<file path="src/rtl/clk_div_gen.sv">
// clk_div_gen: multi-channel programmable clock-enable / divided-clock generator.
// Each channel counts 0..N-1 and drives a ~50% duty divided clock (div_out)
// plus a one-cycle wrap pulse (tick). New divisors are staged and only take
// effect at the channel's wrap point (or on sync), so outputs never glitch.
// Optional feature macro: CLKDIV_PHASE_EN adds cfg_phase, the count loaded on sync.
// Ports:
//   clk, rst      system clock, synchronous active-high reset
//   en            global run enable (0 freezes counters, forces tick low)
//   sync          one-cycle realign request for all channels
//   cfg_wr/ch/div divisor write request, target channel, new divisor
//   cfg_phase     sync load phase (CLKDIV_PHASE_EN only)
//   cfg_rdy       combinational write-accept indication
//   div_out/tick  registered per-channel divided clock and wrap pulse
module clk_div_gen #(
    parameter int unsigned NCH = 4,
    parameter int unsigned CW  = 16,
    localparam int unsigned CHW = (NCH > 1) ? $clog2(NCH) : 1
) (
    input  logic           clk,
    input  logic           rst,
    input  logic           en,
    input  logic           sync,
    input  logic           cfg_wr,
    input  logic [CHW-1:0] cfg_ch,
    input  logic [CW-1:0]  cfg_div,
`ifdef CLKDIV_PHASE_EN
    input  logic [CW-1:0]  cfg_phase,
`endif
    output logic           cfg_rdy,
    output logic [NCH-1:0] div_out,
    output logic [NCH-1:0] tick
);

    logic [NCH-1:0][CW-1:0] cnt_q, cnt_d;
    logic [NCH-1:0][CW-1:0] div_q, div_d;
    logic [NCH-1:0][CW-1:0] stage_q, stage_d;
    logic [NCH-1:0]         pending_q, pending_d;
    logic [NCH-1:0]         div_out_q, div_out_d;
    logic [NCH-1:0]         tick_q, tick_d;
`ifdef CLKDIV_PHASE_EN
    logic [NCH-1:0][CW-1:0] stage_phase_q, stage_phase_d;
`endif

    // Accept only in-range channels with no divisor already waiting.
    always_comb begin
        cfg_rdy = 1'b0;
        for (int i = 0; i < NCH; i++) begin
            if (cfg_ch == CHW'(i)) begin
                cfg_rdy = !pending_q[i];
            end
        end
    end

    // Per-channel next-state: sync > freeze > invalid-divisor > normal count.
    always_comb begin
        logic [CW-1:0] n_eff;
        logic [CW-1:0] n_nx;
        logic [CW-1:0] cnt_nx;
        logic [CW-1:0] ld;
        logic          wr_hit;

        cnt_d     = cnt_q;
        div_d     = div_q;
        stage_d   = stage_q;
        pending_d = pending_q;
        div_out_d = div_out_q;
        tick_d    = tick_q;
`ifdef CLKDIV_PHASE_EN
        stage_phase_d = stage_phase_q;
`endif
        n_eff  = '0;
        n_nx   = '0;
        cnt_nx = '0;
        ld     = '0;
        wr_hit = 1'b0;

        for (int i = 0; i < NCH; i++) begin
            wr_hit = cfg_wr && cfg_rdy && (cfg_ch == CHW'(i));
            n_eff  = pending_q[i] ? stage_q[i] : div_q[i];

            if (sync) begin
                // Pending divisor applies immediately; count restarts.
`ifdef CLKDIV_PHASE_EN
                ld = (stage_phase_q[i] < n_eff) ? stage_phase_q[i] : '0;
`else
                ld = '0;
`endif
                div_d[i]     = n_eff;
                pending_d[i] = 1'b0;
                cnt_d[i]     = ld;
                tick_d[i]    = 1'b0;
                div_out_d[i] = (ld < (n_eff >> 1));
            end else if (!en) begin
                tick_d[i] = 1'b0;
            end else if (div_q[i] < CW'(2)) begin
                // Invalid divisor: park at zero, take any staged divisor now.
                cnt_d[i]     = '0;
                div_out_d[i] = 1'b0;
                tick_d[i]    = 1'b0;
                if (pending_q[i]) begin
                    div_d[i]     = stage_q[i];
                    pending_d[i] = 1'b0;
                end
            end else begin
                cnt_nx = (cnt_q[i] == div_q[i] - CW'(1)) ? '0 : cnt_q[i] + CW'(1);
                n_nx   = div_q[i];
                if ((cnt_nx == '0) && pending_q[i]) begin
                    n_nx         = stage_q[i];
                    div_d[i]     = stage_q[i];
                    pending_d[i] = 1'b0;
                end
                cnt_d[i]     = cnt_nx;
                tick_d[i]    = (cnt_nx == '0);
                div_out_d[i] = (cnt_nx < (n_nx >> 1));
            end

            // A write can only land while nothing is pending, so it always
            // waits for a later wrap or sync.
            if (wr_hit) begin
                stage_d[i]   = cfg_div;
                pending_d[i] = 1'b1;
`ifdef CLKDIV_PHASE_EN
                stage_phase_d[i] = cfg_phase;
`endif
            end
        end
    end

    always_ff @(posedge clk) begin
        if (rst) begin
            cnt_q     <= '0;
            stage_q   <= '0;
            pending_q <= '0;
            div_out_q <= '0;
            tick_q    <= '0;
            for (int i = 0; i < NCH; i++) begin
                div_q[i] <= CW'(1) << (i + 1);
            end
`ifdef CLKDIV_PHASE_EN
            stage_phase_q <= '0;
`endif
        end else begin
            cnt_q     <= cnt_d;
            div_q     <= div_d;
            stage_q   <= stage_d;
            pending_q <= pending_d;
            div_out_q <= div_out_d;
            tick_q    <= tick_d;
`ifdef CLKDIV_PHASE_EN
            stage_phase_q <= stage_phase_d;
`endif
        end
    end

    assign div_out = div_out_q;
    assign tick    = tick_q;

endmodule
</file>
<file path="config.mk">
export PLATFORM = sky130hd
export DESIGN_NAME = clk_div_gen
export DESIGN_NICKNAME = d
export VERILOG_FILES = /design/src/rtl/clk_div_gen.sv
export SDC_FILE = /design/constraint.sdc
export NUM_CORES = 1
export LEC_CHECK = 0
export ABC_CLOCK_PERIOD_IN_PS = 4600
export BUFFER_PORTS_ARGS = -buffer_cell sky130_fd_sc_hd__buf_4
export CORE_ASPECT_RATIO = 1.25
export CORE_UTILIZATION = 45
export CTS_CLUSTER_SIZE = 16
export DETAILED_ROUTE_END_ITERATION = 7
export SETUP_SLACK_MARGIN = 0.1
export SLEW_MARGIN = 20
export SYNTH_ARGS = -nofsm -noshare
export SYNTH_HDL_FRONTEND = slang
export SYNTH_SLANG_ARGS = --single-unit
</file>
<file path="constraint.sdc">
create_clock -name clk -period 4.6 [get_ports clk]
set_clock_uncertainty 0.05 [all_clocks]
set_input_delay 0.46 -clock clk [delete_from_list [all_inputs] [get_ports clk]]
set_output_delay 0.46 -clock clk [all_outputs]
set_load 0.05 [all_outputs]
</file>
==> results of run 1 <==
==> final cells by class <==
class	count	area (µm²)
diodes	1	2.502
fillers	3036	14940
flip-flops and latches	204	4086
multi-input cells	1456	9635
clock buffers	35	701.9
repair buffers	128	988.4
well taps	407	509.2
inverters	41	153.9
clock inverters	9	65.06
==> flip-flops by register name (all words and copies together) (netlist names) <==
| name | count |
|---|---|
| tick | 4 |
| div_out | 4 |
| pending_q | 4 |
| div_q | 64 |
| stage_q | 64 |
| cnt_q | 64 |
==> through the flow <==
stage,instances,hold slack [ns]
6_report,2281,0.1433
3_5_place_dp,2231,0.4017
3_3_place_gp,2231,0.3957
2_1_floorplan,1847,0.3857
5_1_grt,2280,0.1350
4_1_cts,2275,0.1158
==> synthesized netlist by cell type, drive strengths merged, types with 21 or more instances <==
master / number / share of area
a21o: 26 / 0.014
a21oi: 115 / 0.040
and3: 22 / 0.0096
buf: 22 / 0.0092
clkbuf: 124 / 0.033
dfxtp: 204 / 0.29
ha: 64 / 0.056
inv: 40 / 0.011
mux2i: 125 / 0.088
nand2: 206 / 0.054
nand3: 53 / 0.019
nand4: 35 / 0.015
nor2: 197 / 0.052
nor2b: 21 / 0.0092
nor3: 55 / 0.020
nor4: 43 / 0.019
o21ai: 93 / 0.033
or3: 26 / 0.011
xnor2: 92 / 0.056
xor2: 36 / 0.022
==> worst max-delay path, cell delays in order (launching register included) <==
cell and delay (ns):
dfxtp_1 0.31, inv_1 0.05, ha_1 0.19, or3b_4 0.43
or4_1 0.42, o32ai_1 0.27, nor2_1 0.09, a22oi_2 0.18
and4_4 0.26, buf_6 0.21, nor2_1 0.09, ha_1 0.31
a21o_1 0.16, a2111oi_0 0.40, a21oi_1 0.13, or4b_1 0.53
nor3_1 0.22
==> power by group through the flow <==
stage	Combinational, mW	Clock (mW)	Sequential, mW
after CTS	0.384	1.91	1.83
after floorplan	0.243	0	1.87
after global placement	0.380	0	1.87
final	0.397	1.86	1.84
after global routing	0.431	1.98	1.84
after detailed placement	0.383	0	1.87
==> repair_timing <==
item,in CTS,in global routing
hold endpoints to repair,0,0
endpoints found under the setup margin,1,4
setup buffers,0,5
pin swaps,0,4
gates resized for setup,1,38
hold buffers,0,0
gates cloned,0,0
==> per-layer routing <==
metal / part of all wire / global-route usage / up-vias
met4: 0.037 / 0.1031 / 0
met2: 0.48 / 0.4589 / 377
met5: 0 / 0 / -
li1: - / - / 6625
met3: 0.047 / 0.02865 / 83
met1: 0.43 / 0.3331 / 6462
==> kinds of logic after synthesis <==
kind of cell | share of synthesized area
flip-flops | 0.2860
buffers and inverters | 0.05266
AO/OA/AOI/OAI | 0.1716
multiplexers | 0.09157
XOR/XNOR | 0.07851
adder cells (fa/ha/maj) | 0.05608
AND/OR/NAND/NOR | 0.2636
==> path summary, 6_finish.rpt <==
kind         depth (start not counted)               startpoint                        to  slack (ns)
max                                 16   div_q[48]$_SDFFE_PP0P_   div_out[3]$_SDFFE_PP0P_        0.22
min reg2reg                          2  stage_q[0]$_SDFFE_PP0P_   stage_q[0]$_SDFFE_PP0P_        0.41
min                                  3               cfg_div[2]  stage_q[18]$_SDFFE_PP0P_        0.14
max reg2reg                         16   div_q[48]$_SDFFE_PP0P_   div_out[3]$_SDFFE_PP0P_        0.22
==> flow_summary.yaml, run 1 <==
worst_setup_path:
  path_class: "reg2reg"
  cp_max_fo: 23
  end_kind: "register"
  cp_data_arrival_time_ns: 4.79
  crit_path_start_kind: "register"
  required_ns: 5.01
finish:
  area_growth_pct: 13.06
  final_common_cell: "nand2_1"
  utilization: 0.5194
  mostFrequentLayoutCells: "nand2_1 (205), dfxtp_1 (202), nor2_1 (195)"
  drive_above_1_share: 0.1233
  design_area_mm2: 0.01614
  finalNetCount: 1942
placed_design:
  portBuffers: 31
  dp.final_hpwl_mm: 32.42
  dpl_cell_area_mm2: 0.01515
  place.gp.congestion: 0.9572
  dp_slack_ns: 0.1363
sta:
  tns_ns: 0
  fin_crit_ns: 4.384
  fin_ws_ns: 0.2163
  period_share: 0.9530
  max_slew.worst_pin.slew_ns: 1.011
  setup_viol: 0
  fmax_mhz: 228.1
  rsz0062_at_grt: "yes"
  slew_viol_final: 0
  finalHoldViolations: 0
  slew_headroom: 0.3229
clock_tree:
  cts.path.max_buffers: 3
  clock_sinks: 204
  clk_pin_slew_ns: 0.06
  numCtsBuffers: 24
  cts_max_level: 1
  cts_tree: "done"
  cts-root-buf: "clkbuf_16"
  clock_latency_ns: 0.56
floorplan:
  start_util: 0.4594
  io_pins: 32
  coreArea_mm2: 0.03108
  dieArea_mm2: 0.03245
  die_x_um: 161.3
  fp-row-count: 72
  die_h_um: 201.2
pwr:
  vdd_drop_max_v: 0.0002507
  total_power_mw: 4.097
  p_seq_frac: 0.448
  leakage_nw: 6.493
  p_sw_frac: 0.2675
  power_frac_comb: 0.097
  p_per_area_mw_per_mm2: 253.8
  p_clk_frac: 0.455
  internal_power_mw: 3.001
  switching_power_mw: 1.096
grt:
  grt_start_max_net_pins: 57
  grt_remaining_overflow: 0
  grt_pass1_wl_mm: 68.85
  gr-usage-all-layers: 0.2646
  antenna_found_initial: 1
  grt_pass1_vias: 12520
drt:
  firstDrtPassIters: 7
  drtIter0Drc: 897
  routed_wl_mm: 43.41
  drc: 0
  vias: 13550
  routedWlPerCell_um: 19.03
  ant_nets: 0
  vias_per_cell: 5.939
yosys:
  yosysWarnings: 0
  synth-edff-count: 0
  syn_area_per_cell_um2: 7.731
  async_reset_ff_frac: 0
  synth_nets: 1934
  syn-instance-count: 1847
  yosysSeqAreaShare: 0.2860
  synth_seq_cells: 204
  synth_top_flop_cell: "dfxtp_1"
  yosysUniqueCellTypes: 88
  synthesis.area_mm2: 0.01428
outcome:
  status: "finished, final reports clean"
job:
  maxCapViolCount: 0
worst_hold_path:
  hp-class: "in2reg"
Power figures use the tool's default switching activity.
==> run 2: changes to the inputs <==
ABC_AREA = 1   (was default)
BUFFER_PORTS_ARGS = -buffer_cell sky130_fd_sc_hd__buf_2   (was -buffer_cell sky130_fd_sc_hd__buf_4)
==> run 2 against run 1 <==
Against the previous run: the run now ends with design-rule violations left; area after synthesis increased by 5.7%; clock-buffer cell count decreased by 3; maximum frequency increased by 5.8%; synthesized cell count increased by 32%; routed wire length increased by 14%; utilization decreased by 1.7 points; register-to-register slack improved by 0.24 ns; design area increased by 2.2%; sequential power increased by 5%; combinational power increased to 2.5 times the previous value.
==> flow_summary.yaml, run 2 <==
yosys:
  synthMostInstantiatedCell: "nand2_1"
  yosysSeqAreaShare: 0.2707
  yosysTopAreaCell: "dfxtp_1"
  synth_top_cell_area_share: 0.2707
  ys_top_cells_by_area: "dfxtp_1 (27%), nand2_1 (15%), inv_1 (8.3%)"
  synth_top_flop_cell: "dfxtp_1"
  yosysUniqueCellTypes: 53
  synth-edff-count: 0
  syn-instance-count: 2446
  async_reset_ff_frac: 0
  synthesis.area_mm2: 0.01509
  synth_nets: 2533
  yosysWarnings: 0
  synth_seq_cells: 204
  syn_area_per_cell_um2: 6.168
  ys_top_cells_by_count: "nand2_1 (611), inv_1 (332), nor2_1 (250)"
worst_setup_path:
  path_common_cell: "nand2_1"
  end_kind: "register"
  cpPeakStageDelay_ns: 0.33
  cp_data_arrival_time_ns: 4.57
  required_ns: 5.03
  r2r-start: "div_q[16]$_SDFFE_PP0P_"
  path_class: "reg2reg"
  critPathLaunch: "div_q[16]$_SDFFE_PP0P_"
  cp_num_buf_inv: 2
  crit_slowest_cell: "dfxtp_1"
  path_delay_family: "simple AND/OR/NAND/NOR gates"
  crit_path_start_kind: "register"
  cp_max_fo: 24
clock_tree:
  cts-root-buf: "clkbuf_16"
  cts.path.max_buffers: 3
  post_cts_buffers: 0
  numCtsBuffers: 26
  clk_pin_slew_ns: 0.06
  clock_sinks: 204
  cts_resized: 0
  clock_latency_ns: 0.56
  cts_hold_buffers: 0
  cts_max_level: 1
  cts_tree: "done"
drt:
  ant_nets: 0
  drc: 1
  vias: 15730
  routed_wl_mm: 49.49
  vias_per_cell: 5.483
  routedWlPerCell_um: 17.25
  drtIter0Drc: 1085
  firstDrtPassIters: 8
sta:
  slew_viol_final: 0
  rsz0062_at_grt: "yes"
  slew_headroom: 0.2643
  tns_ns: 0
  period_share: 0.9004
  fin_crit_ns: 4.142
  fmax_mhz: 241.4
  finalHoldViolations: 0
  setup_viol: 0
  fin_ws_ns: 0.4581
  max_slew.worst_pin.slew_ns: 1.100
finish:
  num_antenna_cells: 0
  finalNonFillerCells: 2869
  fillers: 3486
  seq_area_mm2: 0.004084
  area_growth_pct: 9.397
  final_common_cell: "nand2_1"
  mostFrequentLayoutCells: "nand2_1 (610), inv_1 (331), nor2_1 (246)"
  multi_input_area_mm2: 0.009369
  drive_above_1_share: 0.06365
  top_regs: "cnt_q (64), div_q (64), stage_q (64)"
  finalNetCount: 2518
floorplan:
  io_pins: 32
  dieArea_mm2: 0.03426
  die_x_um: 165.8
  die_h_um: 206.7
  start_util: 0.4590
  coreArea_mm2: 0.03287
  fp-row-count: 74
worst_hold_path:
  hp-start: "cfg_div[1]"
  hp-class: "in2reg"
pwr:
  vdd_drop_max_v: 0.0002178
  leakage_nw: 7.651
  total_power_mw: 5.111
  p_per_area_mw_per_mm2: 309.7
grt:
  grt_pass1_wl_mm: 77.11
  gr-usage-all-layers: 0.2831
  grt_remaining_overflow: 0
  antenna_found_initial: 0
  grt_pass1_vias: 14490
  grt_start_max_net_pins: 88
job:
  maxCapViolCount: 0
outcome:
  violations: "design-rule violations"
  status: "complete, but fails checks"
placed_design:
  dp.final_hpwl_mm: 37.01
  place.gp.congestion: 0.9471
  placed_cells: 2820
  portBuffers: 31
  dp_slack_ns: 0.2400
[run 2: cell count changes after synthesis, sizes merged, moves of 40 or more]
cell | previous run | this run
clkbuf | 124 | 84
nor2 | 197 | 270
o21ai | 93 | 268
nand2 | 206 | 619
mux2i | 125 | 0
inv | 40 | 334
xnor2 | 92 | 23
a21oi | 115 | 198
[run 2: path summary, 6_finish.rpt]
kind	end	slack (ns)	depth (start not counted)
max	div_out[1]$_SDFFE_PP0P_	0.46	25
min	stage_q[49]$_SDFFE_PP0P_	0.25	3
min reg2reg	stage_q[32]$_SDFFE_PP0P_	0.41	2
max reg2reg	div_out[1]$_SDFFE_PP0P_	0.46	25
[run 2: worst reg2reg max path, cell delays in order (launching register included)]
cell	delay, ns
dfxtp_1	0.33
inv_1	0.17
ha_1	0.26
nand2_2	0.12
nor2_2	0.16
nand2_1	0.09
nand3_1	0.07
nand2_1	0.05
nor2_1	0.08
nand2_1	0.05
nor2_1	0.24
nand2_4	0.21
nand2_1	0.22
nand3_1	0.12
nor2_2	0.23
nand3_4	0.18
buf_4	0.23
a21oi_1	0.31
ha_1	0.31
nand2_1	0.09
nor2_1	0.05
a211oi_1	0.17
nand2_1	0.08
nand2_1	0.06
nand2_1	0.05
a21oi_1	0.11
[run 2: stage by stage]
step | cell area, µm² | utilization | hold WS, ns
global route | 16500 | 0.5021 | 0.2607
global placement | 15540 | 0.4729 | 0.3862
floorplan | 15090 | - | 0.3739
finish | 16500 | 0.5021 | 0.2514
detailed placement | 15540 | 0.4729 | 0.4068
CTS | 16450 | 0.5005 | 0.2138
[run 2: metal layers]
| layer | GRT usage | part of all wire | routed length [µm] | vias to the layer above |
|---|---|---|---|---|
| li1 | - | - | - | 7983 |
| met1 | 0.3533 | 0.44 | 21560 | 7199 |
| met2 | 0.5098 | 0.48 | 23890 | 447 |
| met3 | 0.02555 | 0.049 | 2408 | 102 |
| met4 | 0.1025 | 0.033 | 1625 | 0 |
| met5 | 0 | 0 | 0 | - |
[run 2: power breakdown]
part | total [mW] | switching [mW] | internal (mW) | leakage [nW]
combinational | 0.993 | 0.665 | 0.328 | 5.54
clock | 2.17 | 0.871 | 1.30 | 0.445
sequential | 1.94 | 0.0970 | 1.85 | 1.66
total | 5.11 | 1.63 | 3.48 | 7.65
[run 2: kinds of logic after synthesis]
logic type	Yosys count	synth area share
buffers and inverters	435	0.1113
AOI/OAI and AO/OA	560	0.2050
DFF	204	0.2707
xor gates and xnor gates	92	0.05524
adders and majority gates	64	0.05308
and+or+nand+nor	1091	0.3046
[run 2: area by class of cell]
class	instances	area share
clock inverter	16	0.01031
timing repair buffer	55	0.02153
sequential	204	0.2475
inverter	337	0.07680
tap	418	0.03169
clock buffer	32	0.04450
multi-input combinational	1807	0.5677
==> run 3: changes to the inputs <==
CORE_ASPECT_RATIO = default   (was 1.25)
==> run 3 against run 2 <==
Against the previous run: critical path depth is the same; register-to-register slack better by 0.08 ns; maximum frequency grew 1.9%; die area barely moved; total power is 3.0% higher; hold slack better by 0.0079 ns; the flow now finishes without violations; clock-buffer cell count fell by 3; first-iteration DRC count is 17% higher; non-clock buffer count is 1 higher; largest power group unchanged; final cell count increased by 0.87%; highest routed layer unchanged; via count rose by 1.0%; utilization up 0.49 points.
==> flow_summary.yaml, run 3 (synthesized netlist as in run 2, its figures left out) <==
outcome:
  status: "finished, final reports clean"
placed_design:
  placed_cells: 2844
  dpl_cell_area_mm2: 0.01556
  dp_slack_ns: 0.3048
  dp.final_hpwl_mm: 36.40
  portBuffers: 31
  place.gp.congestion: 0.9319
pwr:
  vdd_drop_max_v: 0.0002732
  p_per_area_mw_per_mm2: 316.8
  power_frac_comb: 0.191
  p_sw_frac: 0.3135
  p_seq_frac: 0.369
  p_clk_frac: 0.440
  leakage_nw: 7.672
  switching_power_mw: 1.651
  internal_power_mw: 3.615
sta:
  finalHoldViolations: 0
  fmax_mhz: 246.0
  max_slew.worst_pin.slew_ns: 1.016
  period_share: 0.8836
  slew_viol_final: 0
  fin_ws_ns: 0.5354
  rsz0062_at_grt: "no"
  setup_viol: 0
  fin_crit_ns: 4.065
  slew_headroom: 0.3211
  tns_ns: 0
finish:
  fillers: 3445
  area_growth_pct: 10.18
  mostFrequentLayoutCells: "nand2_1 (610), inv_1 (331), nor2_1 (246)"
  top_regs: "cnt_q (64), div_q (64), stage_q (64)"
  design_area_mm2: 0.01662
  num_antenna_cells: 0
  final_common_cell: "nand2_1"
  finalNetCount: 2519
  utilization: 0.5070
  finalNonFillerCells: 2894
  drive_above_1_share: 0.06485
grt:
  grt_start_max_net_pins: 49
  grt_pass1_wl_mm: 76.89
  grt_remaining_overflow: 0
  gr-usage-all-layers: 0.2848
  antenna_found_initial: 0
  grt_pass1_vias: 14370
worst_setup_path:
  cp_data_arrival_time_ns: 4.49
  cpPeakStageDelay_ns: 0.33
  critPathLaunch: "div_q[32]$_SDFFE_PP0P_"
  end_kind: "register"
  crit_path_start_kind: "register"
  reg2reg_depth: 25
  r2r-end: "div_out[2]$_SDFFE_PP0P_"
  crit_slowest_cell: "dfxtp_1"
  path_class: "reg2reg"
  path_delay_family: "simple AND/OR/NAND/NOR gates"
  path_common_cell: "nand2_1"
  cp_num_buf_inv: 3
  cp-endpoint: "div_out[2]$_SDFFE_PP0P_"
  cp_max_fo: 21
  r2r-start: "div_q[32]$_SDFFE_PP0P_"
  cp_num_cells: 25
  required_ns: 5.03
  r2r_slack_ns: 0.54
clock_tree:
  cts.path.max_buffers: 3
  clk_pin_slew_ns: 0.06
  post_cts_buffers: 0
  cts-root-buf: "clkbuf_16"
  cts_max_level: 1
  cts_tree: "done"
  numCtsBuffers: 26
  clock_latency_ns: 0.55
  clock_sinks: 204
drt:
  firstDrtPassIters: 6
  routed_wl_mm: 48.98
  ant_nets: 0
  vias_per_cell: 5.491
  vias: 15890
  routedWlPerCell_um: 16.93
  drtIter0Drc: 1274
  drc: 0
floorplan:
  fp-row-count: 66
  die_x_um: 185.1
  io_pins: 32
  start_util: 0.4602
  coreArea_mm2: 0.03278
  die_h_um: 185.1
  dieArea_mm2: 0.03426
worst_hold_path:
  hp-class: "in2reg"
job:
  maxCapViolCount: 0
## run 3: how the worst min path moves through the flow
stage	cells past startpoint	end	startpoint
detailed placement	2	stage_q[32]$_SDFFE_PP0P_	stage_q[32]$_SDFFE_PP0P_
floorplan	2	stage_q[32]$_SDFFE_PP0P_	stage_q[32]$_SDFFE_PP0P_
global placement	2	stage_q[32]$_SDFFE_PP0P_	stage_q[32]$_SDFFE_PP0P_
finish	3	stage_q[33]$_SDFFE_PP0P_	cfg_div[1]
global route	3	stage_q[24]$_SDFFE_PP0P_	cfg_div[8]
CTS	3	stage_q[33]$_SDFFE_PP0P_	cfg_div[1]
## run 3: per-layer routing
metal | global-route usage | part of all wire | routed length [µm]
met1 | 0.3811 | 0.45 | 22080
met2 | 0.4791 | 0.46 | 22460
met3 | 0.05033 | 0.075 | 3683
met4 | 0.05256 | 0.015 | 758
met5 | 0 | 0 | 0
## run 3: power groups by stage
| stage | logic, mW | clock network, mW | registers [mW] |
|---|---|---|---|
| after floorplan | 0.725 | 0 | 1.96 |
| after global placement | 0.966 | 0 | 1.98 |
| after detailed placement | 0.977 | 0 | 1.98 |
| after CTS | 0.983 | 2.35 | 1.94 |
| after global routing | 1.13 | 2.44 | 1.95 |
| final | 1.01 | 2.31 | 1.94 |
## run 3: cell type report
cell class | count | area, µm² | area share
Clock buffer | 29 | 703.2 | 0.04231
Clock inverter | 19 | 265.3 | 0.01596
Inverter | 337 | 1265 | 0.07611
Multi-Input combinational cell | 1807 | 9393 | 0.5651
Sequential cell | 204 | 4084 | 0.2457
Tap cell | 442 | 553.0 | 0.03327
Timing Repair Buffer | 56 | 357.8 | 0.02153
## run 3: worst reg2reg max path, stage by stage, from the launching register on
cell      delay [ns]
dfxtp_1         0.33
inv_1           0.17
ha_1            0.28
nand2_2         0.13
nor2_4          0.19
nand3b_1        0.09
nand2_1         0.06
nand2_1         0.05
inv_1           0.04
nand2_1         0.04
nor2_1          0.13
nand2_1         0.28
o21ai_0         0.23
nand2_1         0.11
nor2_2          0.20
nand3_4         0.27
nor2_1          0.17
a21oi_1         0.07
ha_1            0.32
a21oi_1         0.15
nand2_1         0.07
nor4_1          0.21
o21ai_0         0.13
inv_1           0.07
nand2_1         0.05
a21oi_1         0.11
## run 3: repair_timing
action,4_1_cts,5_1_grt
endpoints found under the setup margin,0,4
hold buffers,0,0
resized for setup,0,13
## run 3: stage by stage
stage	hold slack (ns)	total power, mW
6_report	0.2593	5.266
5_1_grt	0.2593	5.525
4_1_cts	0.2404	5.276
3_5_place_dp	0.3865	2.959
3_3_place_gp	0.3876	2.947
2_1_floorplan	0.3739	2.680
